<file path="config.mk">
export PLATFORM = sky130hd
export DESIGN_NAME = cpu_clk_ctrl_flat
export DESIGN_NICKNAME = d
export VERILOG_FILES = /design/src/rtl/cpu_clk_ctrl_if.sv /design/src/rtl/cpu_clk_ctrl.sv /design/src/flat_wrapper.sv
export SDC_FILE = /design/constraint.sdc
export NUM_CORES = 1
export LEC_CHECK = 0
export CAP_MARGIN = 20
export CORE_AREA = 8 8 72 74
export DETAILED_ROUTE_END_ITERATION = 6
export DIE_AREA = 0 0 80 82
export PLACE_DENSITY_LB_ADDON = 0.3
export SLEW_MARGIN = 20
export SYNTH_ARGS = -nofsm -noshare
export SYNTH_HDL_FRONTEND = slang
export SYNTH_SLANG_ARGS = --single-unit
</file>
<file path="constraint.sdc">
create_clock -name clk -period 6.8 [get_ports clk]
set_clock_uncertainty 0.1 [all_clocks]
set_input_delay 1.02 -clock clk [delete_from_list [all_inputs] [get_ports clk]]
set_output_delay 1.02 -clock clk [all_outputs]
set_load 0.01 [all_outputs]
</file>
<file path="src/rtl/cpu_clk_ctrl_if.sv">
// rtl/cpu_clk_ctrl_if.sv - request/status bundle between a CPU clock-enable controller and its driver
interface cpu_clk_ctrl_if #(
  parameter int DIV_W = 8,
  parameter int CNT_W = 16
);
  logic [DIV_W-1:0] div;
  logic             run;
  logic             step_req;
  logic             burst_req;
  logic [7:0]       burst_len;
  logic             halt;
  logic             mclk_en;
  logic [1:0]       state;
  logic             busy;
  logic             done;
  logic [CNT_W-1:0] en_cnt;

  modport master (
    output div, run, step_req, burst_req, burst_len, halt,
    input  mclk_en, state, busy, done, en_cnt
  );

  modport slave (
    input  div, run, step_req, burst_req, burst_len, halt,
    output mclk_en, state, busy, done, en_cnt
  );
endinterface

</file>
<file path="src/rtl/cpu_clk_ctrl.sv">
// rtl/cpu_clk_ctrl.sv - divided clock-enable generator with run, single-step and burst modes
module cpu_clk_ctrl #(
  parameter int DIV_W = 8,
  parameter int CNT_W = 16
) (
  input  logic           clk,
  input  logic           reset,
  cpu_clk_ctrl_if.slave  bus
);
  localparam logic [1:0] S_IDLE  = 2'b00;
  localparam logic [1:0] S_RUN   = 2'b01;
  localparam logic [1:0] S_STEP  = 2'b10;
  localparam logic [1:0] S_BURST = 2'b11;

  logic [1:0]       r_state;
  logic [1:0]       w_state_nxt;
  logic [DIV_W-1:0] r_div_l;
  logic [DIV_W-1:0] r_cnt;
  logic [7:0]       r_rem;
  logic             r_mclk_en;
  logic             r_done;
  logic             r_step_prev;
  logic [CNT_W-1:0] r_en_cnt;

  logic w_step_rise;
  logic w_expire;
  logic w_leave_idle;
  logic w_enter_idle;
  logic w_mclk_en_nxt;
  logic w_done_nxt;

  assign w_step_rise  = bus.step_req & ~r_step_prev;
  assign w_expire     = (r_state != S_IDLE) && (r_cnt == r_div_l);
  assign w_leave_idle = (r_state == S_IDLE) && (w_state_nxt != S_IDLE);
  assign w_enter_idle = (r_state != S_IDLE) && (w_state_nxt == S_IDLE);

  always_ff @(posedge clk) begin
    if (reset) begin
      r_state <= S_IDLE;
    end else begin
      r_state <= w_state_nxt;
    end
  end

  // halt overrides every state, including a divider expiry in the same cycle
  always_comb begin
    w_state_nxt = r_state;
    if (bus.halt) begin
      w_state_nxt = S_IDLE;
    end else begin
      case (r_state)
        S_IDLE: begin
          if (bus.run)                                     w_state_nxt = S_RUN;
          else if (w_step_rise)                            w_state_nxt = S_STEP;
          else if (bus.burst_req && (bus.burst_len != 8'd0)) w_state_nxt = S_BURST;
        end
        S_RUN:   if (!bus.run)                        w_state_nxt = S_IDLE;
        S_STEP:  if (w_expire)                        w_state_nxt = S_IDLE;
        S_BURST: if (w_expire && (r_rem == 8'd1))     w_state_nxt = S_IDLE;
        default:                                      w_state_nxt = S_IDLE;
      endcase
    end
  end

  always_comb begin
    w_mclk_en_nxt = w_expire && !bus.halt;
    w_done_nxt    = w_mclk_en_nxt &&
                    ((r_state == S_STEP) || ((r_state == S_BURST) && (r_rem == 8'd1)));
  end

  always_ff @(posedge clk) begin
    if (reset) begin
      r_mclk_en   <= 1'b0;
      r_done      <= 1'b0;
      r_en_cnt    <= '0;
      r_cnt       <= '0;
      r_rem       <= 8'd0;
      r_div_l     <= '0;
      r_step_prev <= 1'b1;
    end else begin
      r_step_prev <= bus.step_req;
      r_mclk_en   <= w_mclk_en_nxt;
      r_done      <= w_done_nxt;
      r_en_cnt    <= r_en_cnt + CNT_W'(w_mclk_en_nxt);
      if (w_leave_idle) begin
        r_div_l <= bus.div;
        r_rem   <= bus.burst_len;
        r_cnt   <= '0;
      end else if ((r_state == S_IDLE) || w_enter_idle) begin
        r_cnt <= '0;
        r_rem <= 8'd0;
      end else begin
        r_cnt <= w_expire ? '0 : r_cnt + 1'b1;
        if ((r_state == S_BURST) && w_mclk_en_nxt) begin
          r_rem <= r_rem - 8'd1;
        end
      end
    end
  end

  assign bus.mclk_en = r_mclk_en;
  assign bus.state   = r_state;
  assign bus.busy    = (r_state != S_IDLE);
  assign bus.done    = r_done;
  assign bus.en_cnt  = r_en_cnt;
endmodule

</file>
<file path="src/flat_wrapper.sv">
// flat-port wrapper written by rule: the top's interface ports become plain ports
module cpu_clk_ctrl_flat 
#(
  parameter int DIV_W = 8,
  parameter int CNT_W = 16
)
  (clk, reset, bus_div, bus_run, bus_step_req, bus_burst_req, bus_burst_len, bus_halt, bus_mclk_en, bus_state, bus_busy, bus_done, bus_en_cnt);
  cpu_clk_ctrl_if #(.DIV_W(DIV_W), .CNT_W(CNT_W)) bus_i ();
  input  logic clk;
  input  logic reset;
  input wire logic [$bits(bus_i.div)-1:0] bus_div;
  input wire logic [$bits(bus_i.run)-1:0] bus_run;
  input wire logic [$bits(bus_i.step_req)-1:0] bus_step_req;
  input wire logic [$bits(bus_i.burst_req)-1:0] bus_burst_req;
  input wire logic [$bits(bus_i.burst_len)-1:0] bus_burst_len;
  input wire logic [$bits(bus_i.halt)-1:0] bus_halt;
  output wire logic [$bits(bus_i.mclk_en)-1:0] bus_mclk_en;
  output wire logic [$bits(bus_i.state)-1:0] bus_state;
  output wire logic [$bits(bus_i.busy)-1:0] bus_busy;
  output wire logic [$bits(bus_i.done)-1:0] bus_done;
  output wire logic [$bits(bus_i.en_cnt)-1:0] bus_en_cnt;
  assign bus_i.div = bus_div;
  assign bus_i.run = bus_run;
  assign bus_i.step_req = bus_step_req;
  assign bus_i.burst_req = bus_burst_req;
  assign bus_i.burst_len = bus_burst_len;
  assign bus_i.halt = bus_halt;
  assign bus_mclk_en = bus_i.mclk_en;
  assign bus_state = bus_i.state;
  assign bus_busy = bus_i.busy;
  assign bus_done = bus_i.done;
  assign bus_en_cnt = bus_i.en_cnt;
  cpu_clk_ctrl #(.DIV_W(DIV_W), .CNT_W(CNT_W)) u_core (.clk(clk), .reset(reset), .bus(bus_i));
endmodule
</file>
==> Implementation_results.wiki, run 1 <==
{| class="wikitable"
! Metric !! Value
|-
| CTS buffer count || 5
|-
| Biggest fanout along the worst timing path || 8
|-
| Most frequent cells after synthesis || 45 x sky130_fd_sc_hd__dfxtp_1, 39 x sky130_fd_sc_hd__nor2_1, 22 x sky130_fd_sc_hd__xor2_1
|-
| Clk Tree Root Cell || sky130_fd_sc_hd__clkbuf_8
|-
| Wire length of the first global-routing pass || 8.14 mm
|-
| Path category of the worst min-delay check || reg -> reg
|-
| Async set-or-reset flop fraction in the synthesized netlist || 0%
|-
| Clock tree from TritonCTS || done
|-
| Hold Fails Final Rpt || 0
|-
| Clock sink total || 45
|-
| Least-Margin Pin Slew || 0.679 ns
|-
| Launching point of the worst reg2reg path || u_core.r_cnt[5]
|-
| Deepest level of the CTS H-tree || 2
|-
| Share of total power consumed by net switching || 26.2%
|-
| Starting density of the core || 52.1%
|-
| I/O pin count || 43
|-
| Post-Layout Inst Area || 0.00273 sq mm
|-
| Sequential Power Share || 48.7%
|-
| Total gr overflow || 0
|-
| Depth of the most critical reg-to-reg path || 11
|-
| Die area || 0.00656 sq mm
|-
| Worst reg2reg endpoint || u_core.bus.en_cnt[10]
|-
| Number of cells on the worst hold path || 1
|-
| Setup repair after global routing missed its margin || false
|-
| Estimated wirelength of the detail-placed design || 3.52 mm
|-
| Vias post-DR || 1891
|-
| Post-synthesis area per instance || 8.74 sq um
|-
| Total negative slack || 0 ns
|-
| Max stage delay on crit path || 0.58 ns
|-
| Leak pwr || 1.09 nW
|-
| Number of global-route vias before repair || 1751
|-
| # Max-Cap Violations || 0
|-
| Share of the clock period used by the worst path || 46.9%
|-
| Minimum period implied by the final worst setup slack || 3.19 ns
|-
| Placeable core region || 0.00414 sq mm
|-
| Clk network pwr share || 34.0%
|-
| Data required time of the critical path || 6.93 ns
|-
| Combinational cell fraction of total power || 17.3%
|-
| Number of storage elements in the synthesis netlist || 45
|-
| Vert. Die Dim || 82 um
|-
| Synth unique cells || 43
|-
| Top cells by area in the synthesized netlist || sky130_fd_sc_hd__dfxtp_1 42%, sky130_fd_sc_hd__xor2_1 8.9%, sky130_fd_sc_hd__nor2_1 6.8%
|-
| Hold Worst Slack || 0.406 ns
|-
| # port buffers || 42
|-
| Critical Path Sink Type || flop
|-
| Final slew viol count || 0
|-
| Filler instances || 341
|-
| Flop2flop setup slack || 3.78 ns
|-
| Top_reg_cell synth || sky130_fd_sc_hd__dfxtp_1
|-
| Yosys warning count || 0
|-
| NetSw || 154 uW
|-
| Area growth from synthesis to final layout || 26.3%
|-
| Utilization after layout || 65.8%
|-
| Die Wd || 80 um
|-
| GP Congestion || 0.868
|-
| Total global routing track utilization || 15.5%
|-
| Share of post-route cells with drive strength above 1 || 7.22%
|-
| Largest voltage drop on the vdd net || 0.000169 V
|-
| Most area-hungry cell type in the Yosys netlist || sky130_fd_sc_hd__dfxtp_1
|-
| DR iter-0 viols || 176
|-
| Proportion of synthesized chip area in sequential cells || 41.7%
|-
| Clock slew at reported path FFs || 0.08 ns
|-
| CP startpoint kind || input pin
|-
| Antenna violations before repair || 0
|-
| Number of vias per cell || 5.51
|-
| Num rows || 24
|-
| Number of resized instances in the post-cts repair step || 0
|-
| Remaining routing DRC violations || 0
|-
| Worst rel slew slack || 54.8%
|-
| Slowest library cell on the worst path || sky130_fd_sc_hd__a21oi_1
|-
| PwrDens || 215 mW/mm^2
|-
| Startpoint of the worst hold path || u_core.r_cnt[0]
|-
| Antenna cells || 0
|-
| Outcome || finished, final reports clean
|-
| Final Net Count || 317
|-
| Number of enable flip-flop cells after synthesis || 0
|-
| Finish-stage setup viols || 0
|-
| Path type of the worst setup path || in -> reg
|-
| Number of iterations in the first detailed-routing pass || 4
|-
| Post-synth top area share || 41.7%
|-
| Clock buffer depth || 2
|-
| Post-detailed-route wirelength per cell || 14.2 um
|-
| Post CTS Setup Buffer Count || 0
|-
| Number of instances in the synthesized netlist || 247
|-
| Maximum frequency from static timing analysis || 0.313 GHz
|-
| Cell Area, Synth || 0.00216 sq mm
|-
| Post-detailed-routing wire length || 4.88 mm
|-
| Endpoint of the worst hold-timing path || u_core.r_cnt[0]
|-
| Worst skew pair latency || 0.30 ns
|-
| Synthesized netlist net count || 274
|-
| Crit path DAT || 3.32 ns
|-
| Internal cell power || 433 uW
|-
| Count of nets left with antenna violations after detail routing || 0
|-
| Most repeated cell in the gate-level netlist after synthesis || sky130_fd_sc_hd__dfxtp_1
|-
| Largest net degree at the start of global routing || 31
|-
| Post-placement cell area || 0.00261 sq mm
|-
| Hold_buf cts || 0
|-
| Worst-path cell chain || clkdlybuf4s50_1 -> or3b_2 -> o22ai_1 -> o221ai_1 -> a21oi_1 -> and4b_1
|}
-- power groups by stage --
stage	clock network, mW	logic, mW	registers [mW]
CTS	0.204	0.101	0.285
finish	0.199	0.102	0.285
floorplan	0	0.0715	0.290
global placement	0	0.0990	0.291
global route	0.219	0.112	0.287
detailed placement	0	0.100	0.291
-- registers in the layout, summed over array words and instances (netlist names) --
name	count
u_core.r_step_prev	1
u_core.r_cnt	8
u_core.r_div_l	8
u_core.bus.done	1
u_core.bus.en_cnt	16
u_core.bus.mclk_en	1
u_core.bus.state	2
u_core.r_rem	8
-- placed cells by master, fill, tap and decap left out, types with 2 or more instances in the layout --
master / count
sky130_fd_sc_hd__o21ai_1: 2
sky130_fd_sc_hd__and3_1: 3
sky130_fd_sc_hd__or4_1: 2
sky130_fd_sc_hd__nor4_1: 4
sky130_fd_sc_hd__inv_1: 7
sky130_fd_sc_hd__a21oi_1: 15
sky130_fd_sc_hd__a31oi_1: 2
sky130_fd_sc_hd__nor3_1: 4
sky130_fd_sc_hd__o21a_1: 2
sky130_fd_sc_hd__xor2_1: 22
sky130_fd_sc_hd__or2_2: 2
sky130_fd_sc_hd__clkdlybuf4s50_1: 42
sky130_fd_sc_hd__a21bo_1: 2
sky130_fd_sc_hd__ha_1: 5
sky130_fd_sc_hd__a21oi_2: 2
sky130_fd_sc_hd__nand3_1: 20
sky130_fd_sc_hd__nor2_1: 39
sky130_fd_sc_hd__a21bo_2: 6
sky130_fd_sc_hd__nand2_1: 13
sky130_fd_sc_hd__o211a_1: 6
sky130_fd_sc_hd__xnor2_1: 8
sky130_fd_sc_hd__or3_1: 2
sky130_fd_sc_hd__clkbuf_8: 5
sky130_fd_sc_hd__dfxtp_1: 45
sky130_fd_sc_hd__o21ai_0: 4
sky130_fd_sc_hd__nor2b_1: 5
sky130_fd_sc_hd__and4_1: 2
sky130_fd_sc_hd__buf_4: 2
-- worst max-delay path: cells and delay by family --
kind	cells	cell delay (ns)
AO/OA/AOI/OAI	3	1.03
AND/OR/NAND/NOR	2	0.77
buffers and inverters	1	0.50
-- cell type report --
| cell class | instances | area [sq um] | area share [%] |
|---|---|---|---|
| Multi-Input combinational cell | 187 | 1190 | 43.5 |
| Tap cell | 52 | 65.1 | 2.39 |
| Inverter | 7 | 26.3 | 0.964 |
| Clock inverter | 2 | 38.8 | 1.42 |
| Sequential cell | 45 | 901 | 33.1 |
| Timing Repair Buffer | 44 | 435 | 16.0 |
| Clock buffer | 6 | 72.6 | 2.66 |
-- through the flow --
stage | worst slack, ns | total power [mW] | std cells
3_5_place_dp | 3.31 | 0.392 | 335
3_3_place_gp | 3.37 | 0.390 | 335
5_1_grt | 3.40 | 0.618 | 343
2_1_floorplan | 4.03 | 0.361 | 247
6_report | 3.61 | 0.586 | 343
4_1_cts | 3.63 | 0.590 | 343
-- worst max path at each step --
stage | slack (ns) | cells past startpoint | startpoint | end
after global placement | 3.37 | 7 | bus_burst_len[5] | u_core.r_rem[3]
after CTS | 3.63 | 7 | bus_burst_len[5] | u_core.r_rem[3]
after global routing | 3.40 | 6 | bus_halt | u_core.r_rem[5]
after floorplan | 4.03 | 7 | bus_burst_len[5] | u_core.r_rem[3]
after detailed placement | 3.31 | 7 | bus_burst_len[5] | u_core.r_rem[3]
final | 3.61 | 6 | bus_halt | u_core.r_rem[5]
-- layer usage --
layer | share of wire, % | vias to the layer above | track usage (%)
met1 | 46 | 885 | 18.1
li1 | - | 939 | -
met2 | 46 | 59 | 25.1
met3 | 6.6 | 8 | 5.91
met4 | 1.5 | 0 | 6.00
met5 | 0 | - | 0
-- kinds of logic after synthesis --
kind of cell	share of synthesized area [%]
XOR/XNOR	12.2
AND/OR/NAND/NOR	23.1
flip-flops	41.7
adder cells (fa/ha/maj)	2.90
AO/OA/AOI/OAI	16.8
buffers and inverters	3.30
No activity file was read; power rests on OpenSTA's default activity.
==> run 2: changes to the inputs <==
--- a/config.mk
+++ b/config.mk
@@ -6,9 +6,9 @@
 export NUM_CORES = 1
 export LEC_CHECK = 0
 export CAP_MARGIN = 20
-export CORE_AREA = 8 8 72 74
+export CORE_AREA = 8 8 75 77
 export DETAILED_ROUTE_END_ITERATION = 6
-export DIE_AREA = 0 0 80 82
+export DIE_AREA = 0 0 83 85
 export PLACE_DENSITY_LB_ADDON = 0.3
 export SLEW_MARGIN = 20
 export SYNTH_ARGS = -nofsm -noshare
==> constraint.sdc (replaced) <==
create_clock -name clk -period 3.1 [get_ports clk]
set_clock_uncertainty 0.1 [all_clocks]
set_input_delay 0.465 -clock clk [delete_from_list [all_inputs] [get_ports clk]]
set_output_delay 0.465 -clock clk [all_outputs]
set_load 0.01 [all_outputs]
==> run 2 against run 1 <==
- cell count rose by 1.5%
- critical endpoint is now u_core.bus.en_cnt[10]
- sequential cell count did not move
- via count fell by 1.2%
- combinational power grew 130%
==> Implementation_results.wiki, run 2 (synthesized netlist as in run 1, its figures left out) <==
{| class="wikitable"
! Metric !! Value
|-
| Hold Fails Final Rpt || 0
|-
| Number of iterations in the first detailed-routing pass || 4
|-
| Data required time of the critical path || 3.23 ns
|-
| Vias post-DR || 1869
|-
| Total gr overflow || 0
|-
| Worst rel slew slack || 56.4%
|-
| CTS buffer count || 5
|-
| Total negative slack || 0 ns
|-
| Biggest fanout along the worst timing path || 6
|-
| Minimum period implied by the final worst setup slack || 2.84 ns
|-
| Share of the clock period used by the worst path || 91.7%
|-
| Stages on the worst setup path || 11
|-
| PwrDens || 454 mW/mm^2
|-
| Clock tree from TritonCTS || done
|-
| Post-detailed-route wirelength per cell || 14.1 um
|-
| Filler instances || 428
|-
| Utilization after layout || 60.7%
|-
| Launching point of the worst reg2reg path || u_core.r_cnt[2]
|-
| Share of post-route cells with drive strength above 1 || 9.18%
|-
| Path category of the worst min-delay check || reg -> reg
|-
| Total global routing track utilization || 14.1%
|-
| Starting density of the core || 47.6%
|-
| Number of flip-flops in the largest register || 16
|-
| Uppermost routed layer || met4
|-
| Leading cell types in the layout, fill and taps excluded || 45 x sky130_fd_sc_hd__dfxtp_1, 42 x sky130_fd_sc_hd__clkdlybuf4s50_1, 39 x sky130_fd_sc_hd__nor2_1
|-
| CP startpoint kind || flop
|-
| Worst-path cell chain || xor2_1 -> nor4_2 -> nand2_1 -> nor3_1 -> ha_1 -> ha_1 -> nand3_1 -> nor2_1 -> nand2_1 -> or3_1 -> a21oi_1
|-
| Largest voltage drop on the vdd net || 0.000313 V
|-
| # port buffers || 42
|-
| Pre-CTS setup slack || 0.123 ns
|-
| Outcome || finished, final reports clean
|-
| Critical Path Sink Type || flop
|-
| Sum of met3 wire segment lengths after detailed routing || 221 um
|-
| Antenna cells || 0
|-
| Clock buffer depth || 2
|-
| Maximum frequency from static timing analysis || 0.352 GHz
|-
| Worst skew pair latency || 0.29 ns
|-
| Final slew viol count || 0
|-
| Post-detailed-routing wire length || 4.91 mm
|-
| DR iter-0 viols || 91
|-
| Crit path max-delay family || simple AND/OR/NAND/NOR gates
|-
| Clk Tree Root Cell || sky130_fd_sc_hd__clkbuf_8
|-
| # Max-Cap Violations || 0
|-
| Number of global-route vias before repair || 1802
|-
| Remaining routing DRC violations || 0
|-
| Vert. Die Dim || 85 um
|-
| Path type of the worst setup path || reg -> reg
|-
| DR WL met2 || 2.23 mm
|-
| Number of buffers and inverters on the critical path || 0
|-
| Final Net Count || 320
|-
| GP Congestion || 0.859
|-
| Count of nets left with antenna violations after detail routing || 0
|-
| Finish-stage setup viols || 0
|-
| Setup repair after global routing missed its margin || false
|-
| Clock slew at reported path FFs || 0.08 ns
|-
| Worst Slack Setup Final || 0.256 ns
|-
| Deepest level of the CTS H-tree || 2
|-
| Most common cell after layout, fill and taps aside || sky130_fd_sc_hd__dfxtp_1
|-
| Hold Worst Slack || 0.417 ns
|-
| Depth of the most critical reg-to-reg path || 11
|-
| Die Wd || 83 um
|-
| Worst reg2reg endpoint || u_core.bus.en_cnt[10]
|-
| Antenna violations before repair || 0
|-
| Termination of the worst setup path || u_core.bus.en_cnt[10]
|-
| Estimated wirelength of the detail-placed design || 3.68 mm
|-
| Placeable core region || 0.00454 sq mm
|-
| Post CTS Setup Buffer Count || 0
|-
| I/O pin count || 43
|-
| Number of vias per cell || 5.37
|-
| Detailed-routing wirelength on met1 || 2.39 mm
|-
| Hold_buf cts || 0
|-
| Num rows || 25
|-
| Leak pwr || 1.10 nW
|-
| Launch point of the worst path || u_core.r_cnt[2]
|-
| Max stage delay on crit path || 0.44 ns
|-
| Largest net degree at the start of global routing || 29
|-
| Area growth from synthesis to final layout || 27.5%
|-
| Flop2flop setup slack || 0.26 ns
|-
| Wire length of the first global-routing pass || 8.46 mm
|-
| Slowest library cell on the worst path || sky130_fd_sc_hd__dfxtp_1
|-
| Crit path DAT || 2.97 ns
|-
| Die area || 0.00706 sq mm
|-
| Clock sink total || 45
|-
| Least-Margin Pin Slew || 0.651 ns
|}
[run 2: changes by cell type in the layout (fill, tap and decap cells not counted)]
| cell | previous run | this run |
|---|---|---|
| sky130_fd_sc_hd__clkbuf_1 | 1 | 0 |
| sky130_fd_sc_hd__nor4_1 | 4 | 2 |
| sky130_fd_sc_hd__nor4_2 | 0 | 2 |
| sky130_fd_sc_hd__clkbuf_8 | 5 | 7 |
| sky130_fd_sc_hd__clkinv_2 | 0 | 1 |
| sky130_fd_sc_hd__clkinv_4 | 1 | 0 |
| sky130_fd_sc_hd__bufinv_16 | 1 | 0 |
| sky130_fd_sc_hd__buf_4 | 2 | 5 |
[run 2: layout make-up]
cell class	count	area, sq um	area share, %
repair buffers	47	458	16.6
clock buffers	7	96.3	3.50
well taps	54	67.6	2.45
clock inverters	1	5.00	0.182
flip-flops and latches	45	901	32.7
multi-input cells	187	1200	43.5
inverters	7	26.3	0.955
[run 2: worst min path at each step]
stage | slack, ns | depth (start not counted) | startpoint | end
4_1_cts | 0.42 | 2 | u_core.bus.en_cnt[10] | u_core.bus.en_cnt[10]
2_1_floorplan | 0.36 | 1 | u_core.r_cnt[0] | u_core.r_cnt[0]
6_report | 0.42 | 2 | u_core.bus.en_cnt[10] | u_core.bus.en_cnt[10]
3_3_place_gp | 0.39 | 2 | u_core.bus.en_cnt[15] | u_core.bus.en_cnt[15]
3_5_place_dp | 0.41 | 2 | u_core.bus.en_cnt[15] | u_core.bus.en_cnt[15]
5_1_grt | 0.44 | 2 | u_core.bus.en_cnt[15] | u_core.bus.en_cnt[15]
[run 2: timing repair]
| action | in CTS | in global routing |
|---|---|---|
| setup endpoints to repair | 0 | 5 |
| resized for setup | 0 | 2 |
| hold endpoints to repair | 0 | 0 |
[run 2: worst reg2reg max path, cell delays in order (launching register included)]
cell and delay [ns]:
sky130_fd_sc_hd__dfxtp_1 0.44, sky130_fd_sc_hd__xor2_1 0.11, sky130_fd_sc_hd__nor4_2 0.35, sky130_fd_sc_hd__nand2_1 0.20
sky130_fd_sc_hd__nor3_1 0.21, sky130_fd_sc_hd__ha_1 0.23, sky130_fd_sc_hd__ha_1 0.20, sky130_fd_sc_hd__nand3_1 0.12
sky130_fd_sc_hd__nor2_1 0.24, sky130_fd_sc_hd__nand2_1 0.13, sky130_fd_sc_hd__or3_1 0.31, sky130_fd_sc_hd__a21oi_1 0.14
[run 2: metrics by stage]
| stage | total power, mW | cells | cell area [sq um] |
|---|---|---|---|
| final | 1.25 | 348 | 2750 |
| after global routing | 1.31 | 348 | 2750 |
| after CTS | 1.26 | 348 | 2740 |
| after detailed placement | 0.869 | 340 | 2640 |
| after global placement | 0.866 | 340 | 2640 |
| after floorplan | 0.792 | 247 | 2160 |
[run 2: metal layers]
layer  vias to the layer above  global-route usage (%)
li1                        952                       -
met1                       867                    17.6
met2                        45                    22.4
met3                         5                    3.54
met5                         -                       0
met4                         0                    6.23
[run 2: report_power, final]
part           switching (mW)  internal [mW]
Sequential             0.0234          0.603
Combinational           0.123          0.112
Clock                   0.186          0.201
